## src/rtl/shift_seq_pkg.sv

```systemverilog
`default_nettype none
// ============================================================================
// Module   : shift_seq_pkg
// Purpose  : Shared types and constants for the shift sequencer: the
//            controller state encoding and the command direction values.
// Ports    : none (package)
// Revision : 1.0 - initial release
// ============================================================================
package shift_seq_pkg;

    // Controller states, in the order a command walks through them.
    typedef enum logic [2:0] {
        IDLE    = 3'd0,
        LOAD    = 3'd1,
        SHIFT   = 3'd2,
        CAPTURE = 3'd3,
        RESP    = 3'd4
    } state_t;

    // Command direction encoding carried on cmd_dir.
    localparam logic DIR_LEFT  = 1'b0;
    localparam logic DIR_RIGHT = 1'b1;

endpackage : shift_seq_pkg
`default_nettype wire

```

## src/rtl/shift_sequencer.sv

```systemverilog
`default_nettype none
// ============================================================================
// Module   : shift_sequencer
// Purpose  : Command-driven controller for an attached 8-bit universal shift
//            register. Accepts a (data, direction, count) command, loads the
//            data into the register, issues exactly `count` single-place
//            shift pulses, then captures the register output into a response
//            held until the consumer accepts it.
// Ports    : clk, reset            - clock, async active-high reset
//            cmd_valid/cmd_ready   - command handshake
//            cmd_dir/count/data    - command fields (dir 0=left, 1=right)
//            sr_shift_left/right   - register shift controls (never both high)
//            sr_parallel_in        - register load value (latched cmd data)
//            sr_parallel_out       - register contents
//            rsp_valid/rsp_ready   - response handshake
//            rsp_data              - captured shifted value
//            busy                  - high whenever not idle
// Revision : 1.0 - initial release
// ============================================================================
module shift_sequencer
    import shift_seq_pkg::*;
#(
    parameter int WIDTH = 8,
    parameter int CNT_W = 3
) (
    input  logic             clk,
    input  logic             reset,
    input  logic             cmd_valid,
    output logic             cmd_ready,
    input  logic             cmd_dir,
    input  logic [CNT_W-1:0] cmd_count,
    input  logic [WIDTH-1:0] cmd_data,
    output logic             sr_shift_left,
    output logic             sr_shift_right,
    output logic [WIDTH-1:0] sr_parallel_in,
    input  logic [WIDTH-1:0] sr_parallel_out,
    output logic             rsp_valid,
    input  logic             rsp_ready,
    output logic [WIDTH-1:0] rsp_data,
    output logic             busy
);

    localparam logic [CNT_W-1:0] c_cnt_one  = {{(CNT_W-1){1'b0}}, 1'b1};
    localparam logic [CNT_W-1:0] c_cnt_zero = '0;

    state_t             r_state;
    state_t             w_next_state;
    logic               r_dir;
    logic [CNT_W-1:0]   r_remaining;
    logic [WIDTH-1:0]   r_data;
    logic [WIDTH-1:0]   r_rsp_data;
    logic               r_rsp_valid;

    // ------------------------------------------------------------------
    // State register plus the datapath registers that move with it.
    // r_remaining holds the command count from accept and counts down
    // once per SHIFT cycle; the last shift happens when it reads 1.
    // ------------------------------------------------------------------
    always_ff @(posedge clk or posedge reset) begin
        if (reset) begin
            r_state     <= IDLE;
            r_dir       <= DIR_LEFT;
            r_remaining <= '0;
            r_data      <= '0;
            r_rsp_data  <= '0;
            r_rsp_valid <= 1'b0;
        end else begin
            r_state <= w_next_state;
            case (r_state)
                IDLE: begin
                    if (cmd_valid) begin
                        r_dir       <= cmd_dir;
                        r_remaining <= cmd_count;
                        r_data      <= cmd_data;
                    end
                end
                SHIFT: begin
                    r_remaining <= r_remaining - c_cnt_one;
                end
                CAPTURE: begin
                    // Samples the register before the reload it performs
                    // at this same edge (both controls are low here).
                    r_rsp_data  <= sr_parallel_out;
                    r_rsp_valid <= 1'b1;
                end
                RESP: begin
                    if (rsp_ready) begin
                        r_rsp_valid <= 1'b0;
                    end
                end
                default: begin
                end
            endcase
        end
    end

    // ------------------------------------------------------------------
    // Next-state logic.
    // ------------------------------------------------------------------
    always_comb begin
        w_next_state = r_state;
        case (r_state)
            IDLE: begin
                if (cmd_valid) begin
                    w_next_state = LOAD;
                end
            end
            LOAD: begin
                if (r_remaining != c_cnt_zero) begin
                    w_next_state = SHIFT;
                end else begin
                    w_next_state = CAPTURE;
                end
            end
            SHIFT: begin
                if (r_remaining == c_cnt_one) begin
                    w_next_state = CAPTURE;
                end
            end
            CAPTURE: begin
                w_next_state = RESP;
            end
            RESP: begin
                if (rsp_ready) begin
                    w_next_state = IDLE;
                end
            end
            default: begin
                w_next_state = IDLE;
            end
        endcase
    end

    // ------------------------------------------------------------------
    // Outputs. Shift controls are only active in SHIFT and the direction
    // bit selects exactly one, so both can never be high together.
    // cmd_ready is gated by reset so it reads 0 while reset is held and
    // rises as soon as reset is released.
    // ------------------------------------------------------------------
    always_comb begin
        cmd_ready      = (r_state == IDLE) && !reset;
        busy           = (r_state != IDLE);
        sr_shift_left  = (r_state == SHIFT) && (r_dir == DIR_LEFT);
        sr_shift_right = (r_state == SHIFT) && (r_dir == DIR_RIGHT);
        sr_parallel_in = r_data;
        rsp_valid      = r_rsp_valid;
        rsp_data       = r_rsp_data;
    end

endmodule : shift_sequencer
`default_nettype wire

```

## config.mk

```make
export PLATFORM = sky130hd
export DESIGN_NAME = shift_sequencer
export DESIGN_NICKNAME = d
export VERILOG_FILES = /design/src/rtl/shift_seq_pkg.sv /design/src/rtl/shift_sequencer.sv
export SDC_FILE = /design/constraint.sdc
export NUM_CORES = 1
export LEC_CHECK = 0
export ABC_CLOCK_PERIOD_IN_PS = 1700
export BUFFER_PORTS_ARGS = -buffer_cell sky130_fd_sc_hd__buf_2
export CORE_MARGIN = 3
export CORE_UTILIZATION = 25
export CTS_CLUSTER_DIAMETER = 80
export DETAILED_ROUTE_END_ITERATION = 8
export GPL_TIMING_DRIVEN = 0
export HOLD_SLACK_MARGIN = 0.08
export PLACE_DENSITY = 0.57
export SLEW_MARGIN = 30
export SYNTH_ARGS = -nofsm -noshare
export SYNTH_HDL_FRONTEND = slang
export SYNTH_SLANG_ARGS = --single-unit
```

## constraint.sdc

```tcl
create_clock -name clk -period 1.7 [get_ports clk]
set_input_delay 0.085 -clock clk [delete_from_list [all_inputs] [get_ports clk]]
set_output_delay 0.085 -clock clk [all_outputs]
set_load 0.005 [all_outputs]
```

Word-level counts from Yosys, hierarchy flattened
Cells that the tools add are included.
{"block": "word_totals", "regBits": 24, "elab_cells": 38, "output_inout_bits": 21, "input_bits": 24}
{"block": "op_classes", "n_reduce_logical": 13, "bitwise": 1, "add_sub_neg": 1, "mux": 9, "n_eq_ne": 8}
{"op": "$pmux 3 s5", "n": 1}
{"op": "$mux 3", "n": 4}
{"op": "$eq 3x1->1 const B", "n": 2}
{"op": "$eq 3x2->1 const B", "n": 2}
{"op": "$ne 2x2->1 const B", "n": 3}
{"op": "$pmux 3 s2", "n": 1}
{"op": "$reduce_and 2->1", "n": 3}
{"op": "$reduce_bool 3->1", "n": 2}
{"op": "$reduce_bool 2->1", "n": 2}
{"op": "$eq 3x3->1 const B", "n": 1}
{"op": "$logic_and 1x1->1", "n": 3}
{"op": "$logic_not 3->1", "n": 1}
{"op": "$reduce_and 3->1", "n": 1}
{"op": "$sub 3x1->3 const B", "n": 1}
{"op": "$mux 1", "n": 2}
{"op": "$pmux 1 s2", "n": 1}
{"op": "$logic_not 1->1", "n": 1}
{"op": "$not 1->1", "n": 1}

Logic depth before layout (Yosys ltp)
Gate-level depths: netlist of run 1.
{"block": "depth", "depth_word": 3, "mapped_depth": 4, "ltp_nobuf": 4}

Worst setup path after synthesis of run 1
OpenSTA, ideal clock, no wires.
{"block": "synth_path", "path_type": "flip-flop to flip-flop", "startpoint": "register r_state[2]", "endpoint": "register r_dir", "period_less_slack_ps": 1373, "arrival_time_ps": 1248, "setup_slack_ps": 327, "n_path_buf": 2, "path_stages_with_launch": 5, "t_required_ps": 1575, "setup_time_ps": 125, "cell_sequence": "dfrtp_1 > buf_6 > nor4b_2 > buf_4 > mux2_2"}
{"block": "synth_between", "elab_chain_len": 2}
{"item": "from (decl)", "line_no": "shift_sequencer.sv:46", "rtl": "state_t r_state;"}
{"item": "from (signal assigned)", "line_no": "shift_sequencer.sv:68", "rtl": "r_state <= w_next_state;"}
{"item": "$logic_not 3->1", "line_no": "shift_sequencer.sv:69", "rtl": "case (r_state)"}
{"item": "$reduce_and 2->1 (no source line)"}
{"item": "to (signal assigned)", "line_no": "shift_sequencer.sv:72", "rtl": "r_dir <= cmd_dir;"}
{"item": "to (decl)", "line_no": "shift_sequencer.sv:48", "rtl": "logic r_dir;"}
No other way between the ends.
A chain may end at the register's enable or synchronous reset.

Final worst setup path of run 1
{"block": "layout_path", "startpoint": "register r_state[1]", "endpoint": "output cmd_ready"}
{"block": "layout_between", "elab_chain_len": 2}
{"item": "$logic_not 3->1", "line_no": "shift_sequencer.sv:141", "rtl": "cmd_ready = (r_state == IDLE) && !reset;"}
{"item": "$logic_and 1x1->1", "line_no": "shift_sequencer.sv:141"}
{"item": "to (decl)", "line_no": "shift_sequencer.sv:29", "rtl": "output logic cmd_ready,"}
No other way between the ends.

==> results.cfg, run 1 <==
[drt]
vias = 927
antenna_left = 0
drc = 0
wl_per_cell_um = 13.4
drt_first_pass_iters = 3
viasPerCell = 4.54
first_iter_violations = 24
drt_wl_total_um = 2730

[yosys]
post_synth_num_cell_types = 29
synth_area_um2 = 1090
synth_nets = 113
yosys_warnings = 0
ys_seq_elements = 24
postSynthCellCount = 86
ys_seq_area_frac = 0.549
syn_avg_cell_area_um2 = 12.7

[hold_path]
worstHoldPathType = in2reg

[clocking]
clk-insertion-delay-late_ns = 0.27
cts_resized = 0
cts_buffer_depth = 2
clk_pin_slew_worst_paths_ns = 0.09
cts_tree = yes
clockRootBuffer = clkbuf_8
cts-buffers-inserted = 3
htree_levels = 1
clkSinkCount = 24

[timing]
fin_crit_sh = 0.925
skew_ns = 0.00805
fin_setup_tns_ns = 0
fmax_ghz = 0.636
rsz0062_at_grt = false
slew_viol_final = 0
fin_crit_ns = 1.57
setup_viol = 0
slew_headroom = 0.645
worst_pin_slew_ns = 0.532
hold_violations = 0

[global_routing]
grt_pass1_wl_um = 4550
grt_pass1_vias = 964
grt_usage = 0.112
grt.overflow.total = 0
antenna_found_initial = 0
grt_max_degree = 25

[worst_setup_path]
crit_top_cell = buf_2
worstPathCellList = buf_2 -> or3_1 -> nor2_1 -> buf_2
critPathBufInv = 2
crit_family = simple AND/OR/NAND/NOR gates
endpoint_kind = output port
crit_arrival_ns = 1.49
crit_slowest_cell = dfrtp_1
critical_path_class = reg2out
slowest_delay_ns = 0.43
crit_path_start_kind = flop
cp_max_fo = 10
required_ns = 1.62

[finish]
areaGrowthSynthToFinish_pct = 50.5
final_cell_area_um2 = 1650
nNetsFinal = 182
fillers = 399
final_cell_mix = buf_2, dfrtp_1, dlygate4sd3_1
diodes = 0
final_common_cell = buf_2
drive_above_1_share = 0.481

[power]
power.leakage_nw = 0.788
ir_worst_vdd_v = 0.000378
p_per_area_nw_per_um2 = 1700

[die]
die_area_um2 = 5200
start_util = 0.266
die_x_um = 72.1
coreArea_um2 = 4120
die_h_um = 72.1
io_pins = 45
rows = 23

[placed_design]
gp_congestion = 0.718
dpl_cell_area_um2 = 1380
portBuffers = 44
dpl.hpwl_um = 1890

[run]
cap_violations = 0

[outcome]
outcome = finished clean
metrics by stage:
step / utilization / power [mW] / hold slack [ns] / instances / worst slack [ns]
after CTS: 0.398 / 2.82 / 0.0910 / 203 / 0.0902
after floorplan: - / 1.82 / 0.0996 / 86 / 0.327
after detailed placement: 0.334 / 2.27 / 0.321 / 180 / 0.198
after global routing: 0.400 / 3.02 / 0.0993 / 204 / 0.0239
final: 0.400 / 2.79 / 0.0963 / 204 / 0.127
after global placement: 0.334 / 2.21 / 0.316 / 180 / 0.246
power breakdown:
group          leakage (nW)  switching [mW]  total (mW)  internal, mW
clock                0.0357           0.186       0.501         0.315
combinational         0.466           0.571        1.27         0.695
sequential            0.286           0.159        1.03         0.867
what timing repair did:
action,in CTS,in global routing
endpoints found under the setup margin,0,1
buffers inserted,0,1
hold buffers,19,0
hold endpoints to repair,42,0
flip-flops by register name, indices dropped and copies added (netlist names):
name and count:
r_dir 1, rsp_data 8, r_state 3, r_remaining 3
rsp_valid 1, sr_parallel_in 8
worst reg2reg max path, cell delays in order, from the launching register on:
cell     delay [ns]
dfrtp_1        0.38
buf_6          0.14
nor4b_2        0.27
buf_4          0.26
mux2_2         0.35
area by class of cell:
class / instances / area (µm²) / share of cell area
timing repair buffer: 64 / 418 / 0.254
sequential: 24 / 601 / 0.365
clock inverter: 1 / 30.0 / 0.0183
inverter: 4 / 15.0 / 0.00913
multi-input combinational: 54 / 447 / 0.271
tap: 50 / 62.6 / 0.0380
clock buffer: 3 / 41.3 / 0.0251
buffer: 4 / 31.3 / 0.0190
path summary, 6_finish.rpt:
path	start	end	slack, ns	depth (start not counted)
hold / removal	cmd_count[2]	r_remaining[2]	0.1	2
hold reg to reg	rsp_data[2]	rsp_data[2]	0.51	1
max in group asynchronous	reset	sr_parallel_in[3]	0.93	3
setup reg to reg	r_state[2]	sr_parallel_in[3]	0.19	4
setup / recovery	r_state[1]	cmd_ready	0.13	4
min in group asynchronous	reset	sr_parallel_in[2]	0.41	3
layer usage:
layer | track usage | vias up | share of wire
met5 | 0 | - | 0
met4 | 0.0376 | 0 | 0
met3 | 0.0291 | 0 | 0.047
met2 | 0.207 | 20 | 0.55
met1 | 0.122 | 469 | 0.40
li1 | - | 438 | -
cells in the mapped netlist (all sizes together):
cell	instances	area, µm²
dfrtp	24	601
mux2	17	191
nor2	6	25.0
nand2	5	21.3
buf	4	31.3
inv	4	15.0
ha	3	37.5
o21ai	3	15.0
a21oi	2	10.0
a31oi	2	12.5
nor2b	2	12.5
a221o	1	10.0
a221oi	1	8.76
and2b	1	7.51
and3	1	6.26
and4b	1	10.0
nand3	1	5.00
nand3b	1	7.51
nor4b	1	15.0
nor4bb	1	10.0
o211ai	1	7.51
o221ai	1	8.76
or3	1	6.26
or4b	1	10.0
xnor2	1	8.76
cell families (layout without fill, tap and decap cells):
group,count (synthesis),after routing,share of synthesized area
XOR/XNOR,1,1,0.00801
AO/OA/AOI/OAI,11,11,0.0664
adder cells (fa/ha/maj),3,3,0.0343
flip-flops,24,24,0.549
AND/OR/NAND/NOR,22,22,0.125
buffers and inverters,8,76,0.0423
multiplexers,17,17,0.175
Note: power is estimated with default switching activity, not from simulation.
==> inputs of run 2 (changes only) <==
--- a/config.mk
+++ b/config.mk
@@ -9,11 +9,11 @@
 export BUFFER_PORTS_ARGS = -buffer_cell sky130_fd_sc_hd__buf_2
 export CORE_MARGIN = 3
 export CORE_UTILIZATION = 25
+export CTS_BUF_LIST = sky130_fd_sc_hd__clkbuf_16
 export CTS_CLUSTER_DIAMETER = 80
 export DETAILED_ROUTE_END_ITERATION = 8
 export GPL_TIMING_DRIVEN = 0
 export HOLD_SLACK_MARGIN = 0.08
-export PLACE_DENSITY = 0.57
 export SLEW_MARGIN = 30
 export SYNTH_ARGS = -nofsm -noshare
 export SYNTH_HDL_FRONTEND = slang
==> run 2 against run 1 <==
  * Hold slack worse by 0.0021 ns
  * Clock skew fell by 0.0025 ns
  * Clock power down 2%
  * Non-clock buffer count fell by 1
  * Largest power group unchanged
  * Critical endpoint unchanged
==> results.cfg, run 2 (same netlist as run 1, synthesis figures left out) <==
[finish]
fillers = 403
multi_input_area_um2 = 447
diodes = 0
fin_util = 0.399
seq_area_um2 = 601
final_cell_area_um2 = 1640
final_cell_mix = buf_2, dfrtp_1, dlygate4sd3_1
drive_above_1_share = 0.474
nNetsFinal = 181
final_common_cell = buf_2
areaGrowthSynthToFinish_pct = 50.1

[drt]
vias = 896
wl_per_cell_um = 12.9
drc = 0
antenna_left = 0
drt_wl_total_um = 2620
drt_first_pass_iters = 4
first_iter_violations = 72
viasPerCell = 4.44

[placed_design]
dpl_cell_area_um2 = 1380
dp_slack_ns = 0.218
gp_congestion = 0.690
dpl.hpwl_um = 1890
portBuffers = 44

[hold_path]
worstHoldPathType = in2reg

[run]
cap_violations = 0

[global_routing]
grt.overflow.total = 0
grt_max_degree = 25
grt_pass1_wl_um = 4260
grt_pass1_vias = 934
antenna_found_initial = 0
grt_usage = 0.101

[power]
power.leakage_nw = 0.785
ir_worst_vdd_v = 0.000454
p_per_area_nw_per_um2 = 1690

[clocking]
clk_pin_slew_worst_paths_ns = 0.06
clk-insertion-delay-late_ns = 0.25
post_cts_buffers = 0
clockRootBuffer = clkbuf_16
htree_levels = 1
cts-buffers-inserted = 3
cts_tree = yes
cts_resized = 0
clkSinkCount = 24
cts_buffer_depth = 2

[timing]
slew_viol_final = 0
skew_ns = 0.00551
fin_setup_tns_ns = 0
setup_viol = 0
rsz0062_at_grt = false
fin_crit_ns = 1.56
fin_crit_sh = 0.915
worst_pin_slew_ns = 0.509
slew_headroom = 0.660
fmax_ghz = 0.643
holdWs_ns = 0.0942
hold_violations = 0
layout_setup_ws_ns = 0.144

[die]
rows = 23
coreArea_um2 = 4120
die_h_um = 72.1
die_area_um2 = 5200
die_x_um = 72.1
start_util = 0.266
io_pins = 45

[worst_setup_path]
crit_top_cell = buf_2
slowest_delay_ns = 0.43
worstPathCellList = buf_2 -> or3_1 -> nor2_1 -> buf_2
crit_slowest_cell = dfrtp_1
critical_path_class = reg2out
endpoint_kind = output port
cp_max_fo = 10
crit_path_start_kind = flop
crit_arrival_ns = 1.47
required_ns = 1.62

[outcome]
outcome = finished clean
## run 2: changes by cell type in the layout (fill, tap and decap cells not counted)
cell,before,now
clkbuf_16,0,3
clkbuf_8,3,0
bufinv_16,1,0
buf_4,3,2
## run 2: timing repair
action                                 4_1_cts  5_1_grt
endpoints found under the hold margin       17       25
hold buffers                                17        2
setup endpoints to repair                    0        0
## run 2: through the flow
| step | cells | power (mW) |
|---|---|---|
| final | 202 | 2.77 |
| after global routing | 202 | 2.98 |
| after CTS | 200 | 2.81 |
| after detailed placement | 180 | 2.28 |
| after global placement | 180 | 2.20 |
| after floorplan | 86 | 1.82 |
## run 2: layout make-up
cell class	instances	area share
buffer	4	0.0191
clock buffer	3	0.0457
inverter	4	0.00915
multi-input combinational	54	0.272
sequential	24	0.366
tap	50	0.0381
timing repair buffer	63	0.250
## run 2: critical path: cells and delay by family (launching register included)
family | cells | cell delay [ns]
buffers and inverters | 2 | 0.31
AND/OR/NAND/NOR | 2 | 0.49
flip-flops | 1 | 0.43
## run 2: where the power goes
| part | internal [mW] | switching, mW |
|---|---|---|
| Sequential | 0.870 | 0.167 |
| Combinational | 0.683 | 0.565 |
| Clock | 0.310 | 0.179 |
## run 2: routing by layer
layer / global-route usage / part of all wire / up-vias
met5: 0 / 0 / -
met3: 0.0222 / 0.048 / 2
met1: 0.125 / 0.41 / 434
li1: - / - / 437
met2: 0.182 / 0.53 / 23
met4: 0.0188 / 0.0065 / 0
## run 2: path summary, 6_finish.rpt
kind                                   start                 to  slack (ns)  cells after the start
min                                rsp_ready         r_state[2]        0.09                      3
min in group asynchronous              reset     r_remaining[2]        0.43                      3
max                               r_state[1]          cmd_ready        0.14                      4
max in group asynchronous              reset          rsp_valid        0.93                      3
max reg2reg                       r_state[2]  sr_parallel_in[1]        0.24                      4
min reg2reg                sr_parallel_in[0]  sr_parallel_in[0]        0.50                      1
